--- src/rtl/sockit_spi_pkg.sv ---
// SPI master shared definitions.
// IO mode codes, queue control fields, deserializer states.
package sockit_spi_pkg;

  localparam logic [1:0] IOM_3WR  = 2'd0;
  localparam logic [1:0] IOM_SPI  = 2'd1;
  localparam logic [1:0] IOM_DUAL = 2'd2;
  localparam logic [1:0] IOM_QUAD = 2'd3;

  localparam int CTL_NEW   = 3;
  localparam int CTL_LST   = 2;
  localparam int CTL_IOM_H = 1;
  localparam int CTL_IOM_L = 0;

  typedef logic [0:0] des_st_t;

  localparam des_st_t ST_IDLE  = 1'b0;
  localparam des_st_t ST_SHIFT = 1'b1;

endpackage

--- src/rtl/sockit_spi_des_lane.sv ---
// One IO line: MSB-first sample shifter.
// jst is the left-justified lane including the incoming sample.
module sockit_spi_des_lane
  import sockit_spi_pkg::*;
#(
  parameter int SDW = 8,
  parameter int SDL = $clog2(SDW)
) (
  input  logic           clk,
  input  logic           rst,
  input  logic           clr,
  input  logic           en,
  input  logic           din,
  input  logic [SDL-1:0] cnt,
  output logic [SDW-1:0] jst
);

  logic [SDW-1:0] shf_q;
  logic [SDW-1:0] shf_d;
  logic [SDW-1:0] shf_nxt;
  logic [SDL-1:0] sft;

  always_comb begin
    shf_nxt = {shf_q[SDW-2:0], din};
    sft     = SDL'(SDW-1) - cnt;
    jst     = shf_nxt << sft;
  end

  always_comb begin
    shf_d = shf_q;
    if (clr)
      shf_d = '0;
    else if (en)
      shf_d = shf_nxt;
  end

  always_ff @(posedge clk or posedge rst) begin
    if (rst)
      shf_q <= '0;
    else
      shf_q <= shf_d;
  end

endmodule

--- src/rtl/sockit_spi_des.sv ---
// SPI input deserializer: samples to per-line lanes,
// one queue packet per segment.
module sockit_spi_des
  import sockit_spi_pkg::*;
#(
  parameter int SDW = 8,
  parameter int SDL = $clog2(SDW),
  parameter int QCI = 4,
  parameter int QDW = 4*SDW
) (
  input  logic           clk,
  input  logic           rst,
  input  logic           seg_vld,
  input  logic [QCI-1:0] seg_ctl,
  input  logic [SDL-1:0] seg_cnt,
  output logic           seg_rdy,
  input  logic           smp_vld,
  input  logic [3:0]     smp_dat,
  output logic           smp_rdy,
  output logic           que_vld,
  output logic [QCI-1:0] que_ctl,
  output logic [QDW-1:0] que_dat,
  input  logic           que_rdy
);

  des_st_t        st_q, st_d;
  logic [SDL-1:0] cnt_q, cnt_d;
  logic [SDL-1:0] lim_q, lim_d;
  logic [QCI-1:0] ctl_q, ctl_d;
  logic           vld_q, vld_d;
  logic [QCI-1:0] qct_q, qct_d;
  logic [QDW-1:0] qdt_q, qdt_d;

  logic           seg_xfr;
  logic           smp_xfr;
  logic           smp_lst;
  logic           stall;
  logic [3:0]     lane_en;
  logic [SDW-1:0] lane_jst [4];
  logic [QDW-1:0] pkt;

  always_comb begin
    seg_rdy = (st_q == ST_IDLE);
    smp_lst = (st_q == ST_SHIFT) && (cnt_q == lim_q);
    stall   = smp_lst & vld_q & ~que_rdy;
    smp_rdy = (st_q == ST_SHIFT) & ~stall;
    seg_xfr = seg_vld & seg_rdy;
    smp_xfr = smp_vld & smp_rdy;
  end

  for (genvar i = 0; i < 4; i++) begin : g_lane
    sockit_spi_des_lane #(
      .SDW (SDW),
      .SDL (SDL)
    ) u_lane (
      .clk (clk),
      .rst (rst),
      .clr (seg_xfr),
      .en  (smp_xfr),
      .din (smp_dat[i]),
      .cnt (lim_q),
      .jst (lane_jst[i])
    );
  end

  always_comb begin
    lane_en = 4'b0000;
    unique case (ctl_q[CTL_IOM_H:CTL_IOM_L])
      IOM_3WR:  lane_en = 4'b0001;
      IOM_SPI:  lane_en = 4'b0010;
      IOM_DUAL: lane_en = 4'b0011;
      IOM_QUAD: lane_en = 4'b1111;
      default:  lane_en = 4'b0000;
    endcase
  end

  always_comb begin
    pkt = '0;
    for (int i = 0; i < 4; i++)
      if (lane_en[i])
        pkt[i*SDW +: SDW] = lane_jst[i];
  end

  always_comb begin
    st_d  = st_q;
    cnt_d = cnt_q;
    lim_d = lim_q;
    ctl_d = ctl_q;
    unique case (1'b1)
      seg_xfr: begin
        st_d  = ST_SHIFT;
        cnt_d = '0;
        lim_d = seg_cnt;
        ctl_d = seg_ctl;
      end
      smp_xfr: begin
        cnt_d = cnt_q + SDL'(1);
        if (smp_lst)
          st_d = ST_IDLE;
      end
      default: ;
    endcase
  end

  // load wins over drain so a same-cycle swap leaves no bubble
  always_comb begin
    vld_d = vld_q;
    qct_d = qct_q;
    qdt_d = qdt_q;
    if (smp_xfr && smp_lst) begin
      vld_d = 1'b1;
      qct_d = ctl_q;
      qdt_d = pkt;
    end else if (que_rdy) begin
      vld_d = 1'b0;
    end
  end

  always_ff @(posedge clk or posedge rst) begin
    if (rst) begin
      st_q  <= ST_IDLE;
      cnt_q <= '0;
      lim_q <= '0;
      ctl_q <= '0;
      vld_q <= 1'b0;
      qct_q <= '0;
      qdt_q <= '0;
    end else begin
      st_q  <= st_d;
      cnt_q <= cnt_d;
      lim_q <= lim_d;
      ctl_q <= ctl_d;
      vld_q <= vld_d;
      qct_q <= qct_d;
      qdt_q <= qdt_d;
    end
  end

  assign que_vld = vld_q;
  assign que_ctl = qct_q;
  assign que_dat = qdt_q;

endmodule

--- config.mk ---
export PLATFORM = sky130hd
export DESIGN_NAME = sockit_spi_des
export DESIGN_NICKNAME = d
export VERILOG_FILES = /design/src/rtl/sockit_spi_pkg.sv /design/src/rtl/sockit_spi_des_lane.sv /design/src/rtl/sockit_spi_des.sv
export SDC_FILE = /design/constraint.sdc
export NUM_CORES = 1
export LEC_CHECK = 0
export ABC_CLOCK_PERIOD_IN_PS = 1800
export BUFFER_PORTS_ARGS = -buffer_cell sky130_fd_sc_hd__buf_2
export CORE_MARGIN = 5
export CORE_UTILIZATION = 45
export CTS_CLUSTER_DIAMETER = 50
export DETAILED_ROUTE_END_ITERATION = 8
export PLACE_DENSITY_LB_ADDON = 0.05
export SYNTH_ARGS = -nofsm -noshare
export SYNTH_HDL_FRONTEND = slang
export SYNTH_HIERARCHICAL = 1
export SYNTH_SLANG_ARGS = --single-unit
--- constraint.sdc ---
create_clock -name clk -period 1.8 [get_ports clk]
set_input_delay 0.18 -clock clk [delete_from_list [all_inputs] [get_ports clk]]
set_output_delay 0.18 -clock clk [all_outputs]
set_load 0.01 [all_outputs]
==> Word-level counts from Yosys, hierarchy flattened <==
Cells that the tools add are included.
{ "totals": {"ff_bits": 76, "inputBits": 16, "output_inout_bits": 39, "elab_cells": 54} }
{ "op_classes": {"n_addsub": 2, "eq_ne": 5, "shifts": 4, "muxes": 18, "n_bitwise": 8, "n_reduce_logical": 6} }
{ "ops": {"columns": ["cell", "count"], "rows": [
  ["$mux W7", 8],
  ["$mux W8", 4],
  ["$shl A8 B3 Y8", 4],
  ["$pmux W4 S4", 1],
  ["$pmux W3 S2", 1],
  ["$and A1 B1 Y1", 5],
  ["$eq A2 B2 Y1 const B", 2],
  ["$reduce_bool A2 Y1", 2],
  ["$add A3 B1 Y3 const B", 1],
  ["$eq A3 B3 Y1", 1],
  ["$mux W1", 3],
  ["$not A1 Y1", 3],
  ["$sub A3 B3 Y3 const A", 1],
  ["$eq A2 B1 Y1 const B", 1],
  ["$logic_and A1 B1 Y1", 2],
  ["$logic_not A2 Y1", 1],
  ["$ne A2 B1 Y1 const B", 1],
  ["$pmux W1 S2", 1],
  ["$reduce_and A2 Y1", 1]
]} }

==> Longest topological paths before layout <==
Gate-level depths: netlist (run 1).
{ "logic_depth": {"ltp_word": 9, "ltp_mapped": 6, "depth_no_buf": 5} }

==> By module <==
Netlist (run 1), hierarchy kept.
{ "by_module_without_submodules": {"columns": ["module", "n_inst", "cells_each", "area_per_inst_um2"], "rows": [
  ["sockit_spi_des", 1, 191, 2123.3],
  ["sockit_spi_des_lane", 4, 54, 524.3]
]} }

==> Least setup slack after synthesis (run 1) <==
Ideal clock, no wire load.
{ "synth_path": {"path_kind": "reg2reg", "start": "register lim_q[0]", "end": "register qdt_q[23], in the netlist que_dat[23]", "setup_time_ns": 0.125, "arrival_time_ns": 1.639, "t_required_ns": 1.675, "path_slack_ns": 0.036, "stages_incl_launch_ff": 7, "path_buffers": 1, "period_less_slack_ns": 1.764, "cell_sequence": "dfrtp_1 buf_6 mux4_2 nand2_1 o21ai_1 and3_1 mux2_2"} }
{ "synth_rtl": {"columns": ["element", "line", "source"], "rows": [
  ["start, declared", "sockit_spi_des.sv:28", "logic [SDL-1:0] lim_q, lim_d;"],
  ["start signal, assigned", "sockit_spi_des.sv:131", "lim_q <= lim_d;"],
  ["end signal, assigned", "sockit_spi_des.sv:135", "qdt_q <= qdt_d;"],
  ["end, declared", "sockit_spi_des.sv:32", "logic [QDW-1:0] qdt_q, qdt_d;"]
]} }

==> results.ini, run 1 <==
[worst_setup_path]
reg2reg_slack_ns = -0.005
crit_arrival_ns = 2.05
r2r_cells = 7
crit_cells = 7
crit_path_start_kind = flip-flop
worst-path-max-fanout = 5
required_ns = 2.04
path_cells = buf_12 -> buf_12 -> mux2_4 -> mux2i_4 -> o21ai_1 -> and3_1 -> mux2_2
path_delay_family = multiplexers
r2r_start = lim_q[0]
max_stage_delay_ns = 0.43
critPathKind = reg -> reg
endpoint_kind = flip-flop
r2r_end = que_dat[31]
crit_buf_inv = 2
path_common_cell = buf_12
cpMaxStageDelayCell = dfrtp_2

[cells_and_area]
fin_nets = 490
syn2layout_area_growth_pct = 22.1
drive_above_1_share_pct = 31.0
fin_cells = 589
num_antenna_cells = 0

[placed_design]
place.gp.congestion = 0.784
dp_hpwl_microns = 6110
dp.cells = 563
numPortBuffers = 54

[synth]
ys.flop_type = dfrtp_1
synth_area_sq_um = 4220
avgSynthCellArea_sq_um = 10.4
yosys_register_bits = 76
synth_area_leaders = dfrtp_1 (45%), mux2i_1 (18%), mux2_2 (8.0%), nand2_1 (5.3%), nor2_1 (3.6%)
synth_fp_nets = 424
yosysUniqueCellTypes = 32
synth_top_area_share_pct = 45.1
async_flop_share_pct = 100
synth_edf_count = 0
yosys.area.top_type = dfrtp_1
ys_warn_count = 6
ys_seq_area_share_pct = 45.1
synth_cells = 407

[status]
status = finished, violations left
violations = setup timing

[sta]
period_share_pct = 100
hold_viol = 0
slew_viol_final = 0
period_needed_ns = 1.80
skew_ns = 0.00887
worst_pin_slew_ns = 0.575
setup_slack_ns = -0.00498
relSlewSlack_pct = 61.7
fmax_ghz = 0.554
rsz0062_at_grt = true
setup_viol = 2

[global_routing]
grt_pass1_wl_microns = 14900
grt.overflow.total = 0
antenna_found_initial = 0
grt_max_degree = 45
grt_usage_pct = 16.4
first_global_vias = 3041

[clock_tree]
clock_path_buffers = 2
clk_latency_ns = 0.35
cts-root-buf = clkbuf_8
htreeDepth = 3
cts_tree = done
cts_buffers = 9
cts.sinks = 76
path_clk_slew_ns = 0.08

[worst_hold_path]
min_path_type = in -> reg
whs_endpoint = ctl_q[2]
hp-start = seg_ctl[2]
holdPathStages = 3

[detailed_routing]
drtPass1Iterations = 4
drtAntennaViolNets = 0
drt_iter0_drc = 101
wl_microns = 9070
vias_per_cell = 5.13
via_count = 3019
wl_per_cell_microns = 15.4
drc = 0

[power]
power_w = 0.00939
peakVddDrop_v = 0.000701
powerDensity_nw_per_um2 = 1820
power.leakage_nw = 2.72

[die]
die_w_microns = 107
die_area_sq_um = 11400
ios = 55
placementRows = 35
initial_core_util_pct = 45.9
fp.coreArea_sq_um = 9200
die_y_microns = 107

[flow_run]
maxCapViolations = 0

## worst max-delay path by stage
stage	startpoint	endpoint
detailed placement	lim_q[0]	que_dat[31]
floorplan	lim_q[0]	que_dat[23]
finish	lim_q[0]	que_dat[31]
global route	lim_q[0]	que_dat[31]
CTS	lim_q[0]	que_dat[31]
global placement	lim_q[0]	que_dat[31]
## synthesized netlist by cell type, types with 2 or more instances
library cell and instances:
and3_1 16, clkbuf_1 5, nand3_1 4, nand2_1 60, buf_2 13, o21ai_1 4
nand2b_1 2, xnor2_1 3, o211ai_1 4, nor2_1 41, inv_1 26, nor2b_1 5
mux2_4 2, mux2_2 30, nand3b_1 8, buf_1 2, buf_6 6, mux4_2 4
mux2i_1 74, mux2_1 8, dfrtp_1 76, a21oi_1 4
## power breakdown
group | internal, W | total [W] | switching [W]
sequential | 0.00239 | 0.00307 | 0.000679
combinational | 0.00252 | 0.00480 | 0.00228
clock | 0.000890 | 0.00153 | 0.000637
## cells by family (layout without fill, tap and decap cells)
group | Yosys count | count (layout) | share of synthesized area [%]
and+or+nand+nor | 139 | 139 | 14.8
muxes | 118 | 118 | 30.5
DFF | 76 | 76 | 45.1
buffers and inverters | 54 | 125 | 6.34
AOI/OAI and AO/OA | 16 | 16 | 2.31
xor gates and xnor gates | 3 | 3 | 0.623
adders and majority gates | 1 | 1 | 0.296
## worst reg2reg max path: cells and delay by family (launching register included)
family / cells / cell delay, ns
multiplexers: 3 / 0.73
AND/OR/NAND/NOR: 1 / 0.17
buffers and inverters: 2 / 0.27
flip-flops: 1 / 0.43
AO/OA/AOI/OAI: 1 / 0.09
## cells in the final DEF, fill, tap and decap left out, drive strengths merged, types with 4 or more instances in the layout
cell / instances
o211ai: 4
mux4: 4
mux2: 40
o21ai: 5
nor2b: 5
and3: 16
dfrtp: 76
clkbuf: 14
mux2i: 74
nand3: 5
a21oi: 4
nand3b: 8
nor2: 41
inv: 26
nand2: 60
buf: 79
## state kept, by name, summed over array words and instances, names as in the netlist
name and flops:
que_vld 1, cnt_q 3, que_ctl 4, ctl_q 4, que_dat 32, g_lane.u_lane/shf_q 28
st_q 1, lim_q 3
## timing repair
action	CTS	global route
gates cloned	0	2
pin swaps	0	2
hold buffers	1	0
gates resized for setup	0	20
hold endpoints to repair	35	0
setup buffers	2	5
setup endpoints to repair	4	9
## layer usage
metal  wire length, microns  GRT usage [%]  up-vias
li1                       -              -     1500
met1                   4460           22.2     1479
met2                   4290           26.3       29
met3                    179           2.71       11
met4                    140           6.48        0
met5                      0              0        -
## metrics by stage
stage | setup TNS, ns | hold slack, ns | worst slack (ns) | area, sq um | util (%)
after floorplan | 0 | -0.0166 | 0.0359 | 4220 | -
after global placement | 0 | 0.124 | 0.00191 | 4720 | 51.3
after detailed placement | -0.0396 | 0.125 | -0.0240 | 4720 | 51.3
after CTS | 0 | 0.00765 | 0.00303 | 4980 | 54.1
after global routing | -0.311 | 0.0116 | -0.0781 | 5150 | 56.0
final | -0.00537 | 0.0191 | -0.00498 | 5150 | 56.0
## area by class of cell
| class | count | area (sq um) |
|---|---|---|
| tap | 111 | 139 |
| clock buffer | 12 | 165 |
| clock inverter | 4 | 70.1 |
| fill | 810 | 4050 |
| sequential | 76 | 1900 |
| inverter | 27 | 101 |
| timing repair buffer | 82 | 638 |
| multi-input combinational | 277 | 2130 |
No activity file was read; power rests on OpenSTA's default activity.
==> run 2: changes to the inputs <==
--- a/config.mk
+++ b/config.mk
@@ -5,7 +5,7 @@
 export SDC_FILE = /design/constraint.sdc
 export NUM_CORES = 1
 export LEC_CHECK = 0
-export ABC_CLOCK_PERIOD_IN_PS = 1800
+export ABC_CLOCK_PERIOD_IN_PS = 2190
 export BUFFER_PORTS_ARGS = -buffer_cell sky130_fd_sc_hd__buf_2
 export CORE_MARGIN = 5
 export CORE_UTILIZATION = 45
==> constraint.sdc (replaced) <==
create_clock -name clk -period 2.19 [get_ports clk]
set_input_delay 0.219 -clock clk [delete_from_list [all_inputs] [get_ports clk]]
set_output_delay 0.219 -clock clk [all_outputs]
set_load 0.01 [all_outputs]
==> results.ini, run 2 (synthesized netlist as in run 1, its figures left out) <==
[detailed_routing]
drc = 0  ; unchanged
drt_iter0_drc = 72  ; -29%
wl_per_cell_microns = 15.1  ; -1.9%
vias_per_cell = 5.20  ; +1.4%
via_count = 2988  ; -1.0%
drtAntennaViolNets = 0  ; unchanged
wl_microns = 8680  ; -4.3%
drtPass1Iterations = 4  ; unchanged

[sta]
skew_ns = 0.00714  ; -0.00174 ns
hold_viol = 0  ; unchanged
relSlewSlack_pct = 30.1  ; -32 points
rsz0062_at_grt = false
slew_viol_final = 0  ; unchanged
worst_pin_slew_ns = 1.04  ; +0.467 ns
fmax_ghz = 0.506  ; -8.7%
period_share_pct = 90.3  ; -10 points
period_needed_ns = 1.98  ; +0.173 ns
setup_viol = 0  ; -2
tns_ns = 0  ; +0.00537 ns

[flow_run]
maxCapViolations = 0  ; unchanged

[clock_tree]
path_clk_slew_ns = 0.08  ; about the same
cts.sinks = 76  ; unchanged
cts_buffers = 9  ; unchanged
cts-root-buf = clkbuf_8
htreeDepth = 3  ; unchanged
clock_path_buffers = 2  ; unchanged
clk_latency_ns = 0.34  ; about the same
post_cts_buffers = 0  ; -2
cts_tree = done

[worst_setup_path]
critPathKind = reg -> reg
required_ns = 2.42  ; +0.38 ns
r2r_start = lim_q[0]
max_stage_delay_ns = 0.56  ; +0.13 ns
worst-path-max-fanout = 15  ; +10
cpMaxStageDelayCell = dfrtp_4
path_cells = buf_4 -> mux2_1 -> mux2i_1 -> o21ai_1 -> and3_1 -> mux2_2
worstSetupStartpoint = lim_q[0]
crit_arrival_ns = 2.20  ; +0.15 ns
crit_path_start_kind = flip-flop
endpoint_kind = flip-flop

[cells_and_area]
largest_reg_flops = 32  ; unchanged
fill_cells = 888  ; +9.6%
num_antenna_cells = 0  ; unchanged
syn2layout_area_growth_pct = 13.7
fin_nets = 476  ; -2.9%
drive_above_1_share_pct = 26.5  ; -4.5 points
layout_commonest_cell = dfrtp_1
final_cell_mix = dfrtp_1 (75), mux2i_1 (74), nand2_1 (60)

[global_routing]
grt.overflow.total = 0  ; unchanged
first_global_vias = 2922  ; -3.9%
grt_max_degree = 36  ; -20%
grt_usage_pct = 16.2  ; -0.22 points
grt_pass1_wl_microns = 14900  ; -0.27%
antenna_found_initial = 0  ; unchanged

[power]
power_w = 0.00675  ; -28%
powerDensity_nw_per_um2 = 1410  ; -23%
peakVddDrop_v = 0.000558  ; -20%
power.leakage_nw = 2.54  ; -6.5%

[die]
ios = 55  ; unchanged
fp.coreArea_sq_um = 9200  ; unchanged
placementRows = 35  ; unchanged
die_area_sq_um = 11400  ; unchanged
die_y_microns = 107  ; unchanged
die_w_microns = 107  ; unchanged
initial_core_util_pct = 45.9  ; unchanged

[placed_design]
place.gp.congestion = 0.831  ; +6.0%
numPortBuffers = 54  ; unchanged
dp_hpwl_microns = 6190  ; +1.3%

[status]
status = complete, no violations

[worst_hold_path]
min_path_type = in -> reg
hp-start = seg_ctl[2]

run 2: final timing paths:
kind	to	slack [ns]	depth (start not counted)
setup / recovery	que_dat[31]	0.21	6
hold / removal	ctl_q[2]	0.07	3
setup reg to reg	que_dat[31]	0.21	6
hold reg to reg	ctl_q[3]	0.48	2
max in group asynchronous	que_ctl[0]	1.12	4
min in group asynchronous	g_lane[2].u_lane/shf_q[4]	0.41	3
run 2: power by group:
| part | switching [W] | total (W) | leakage (nW) | internal [W] |
|---|---|---|---|---|
| registers | 0.000597 | 0.00256 | 0.988 | 0.00197 |
| clock network | 0.000518 | 0.000927 | 0.0783 | 0.000409 |
| logic | 0.00166 | 0.00326 | 1.47 | 0.00160 |
run 2: per-layer routing:
metal | up-vias | share of wire [%] | global-route usage [%] | routed length, microns
li1 | 1470 | - | - | -
met1 | 1482 | 48 | 22.3 | 4200
met2 | 30 | 48 | 25.9 | 4150
met3 | 6 | 2.9 | 4.52 | 254
met4 | 0 | 0.81 | 3.01 | 70
met5 | - | 0 | 0 | 0
run 2: stage by stage:
stage	worst slack (ns)	area [sq um]	utilization, %	cells	hold WS [ns]
2_1_floorplan	0.426	4220	-	407	0.0224
3_3_place_gp	0.204	4620	50.2	558	0.225
3_5_place_dp	0.160	4620	50.2	558	0.233
4_1_cts	0.130	4800	52.2	575	0.0406
5_1_grt	0.0572	4800	52.2	575	0.0432
6_report	0.212	4800	52.2	575	0.0665
run 2: area by class of cell:
cell class                 instances  area (sq um)  area share (%)
clock buffer                      10           128            2.66
clock inverter                     6          41.3           0.860
multi-input combinational        277          2070            43.1
tap                              111           139            2.89
sequential                        76          1910            39.7
timing repair buffer              68           415            8.65
inverter                          27           101            2.11
run 2: timing repair:
action,CTS,global route
endpoints found under the hold margin,40,0
gates resized for setup,0,1
endpoints found under the setup margin,0,1
hold buffers,1,0
run 2: worst max-delay path: cells and delay by family (launching register included):
family          cells  cell delay (ns)
flops               1             0.56
compound gates      1             0.08
simple gates        1             0.18
mux                 3             0.82
buf+inv             1             0.22
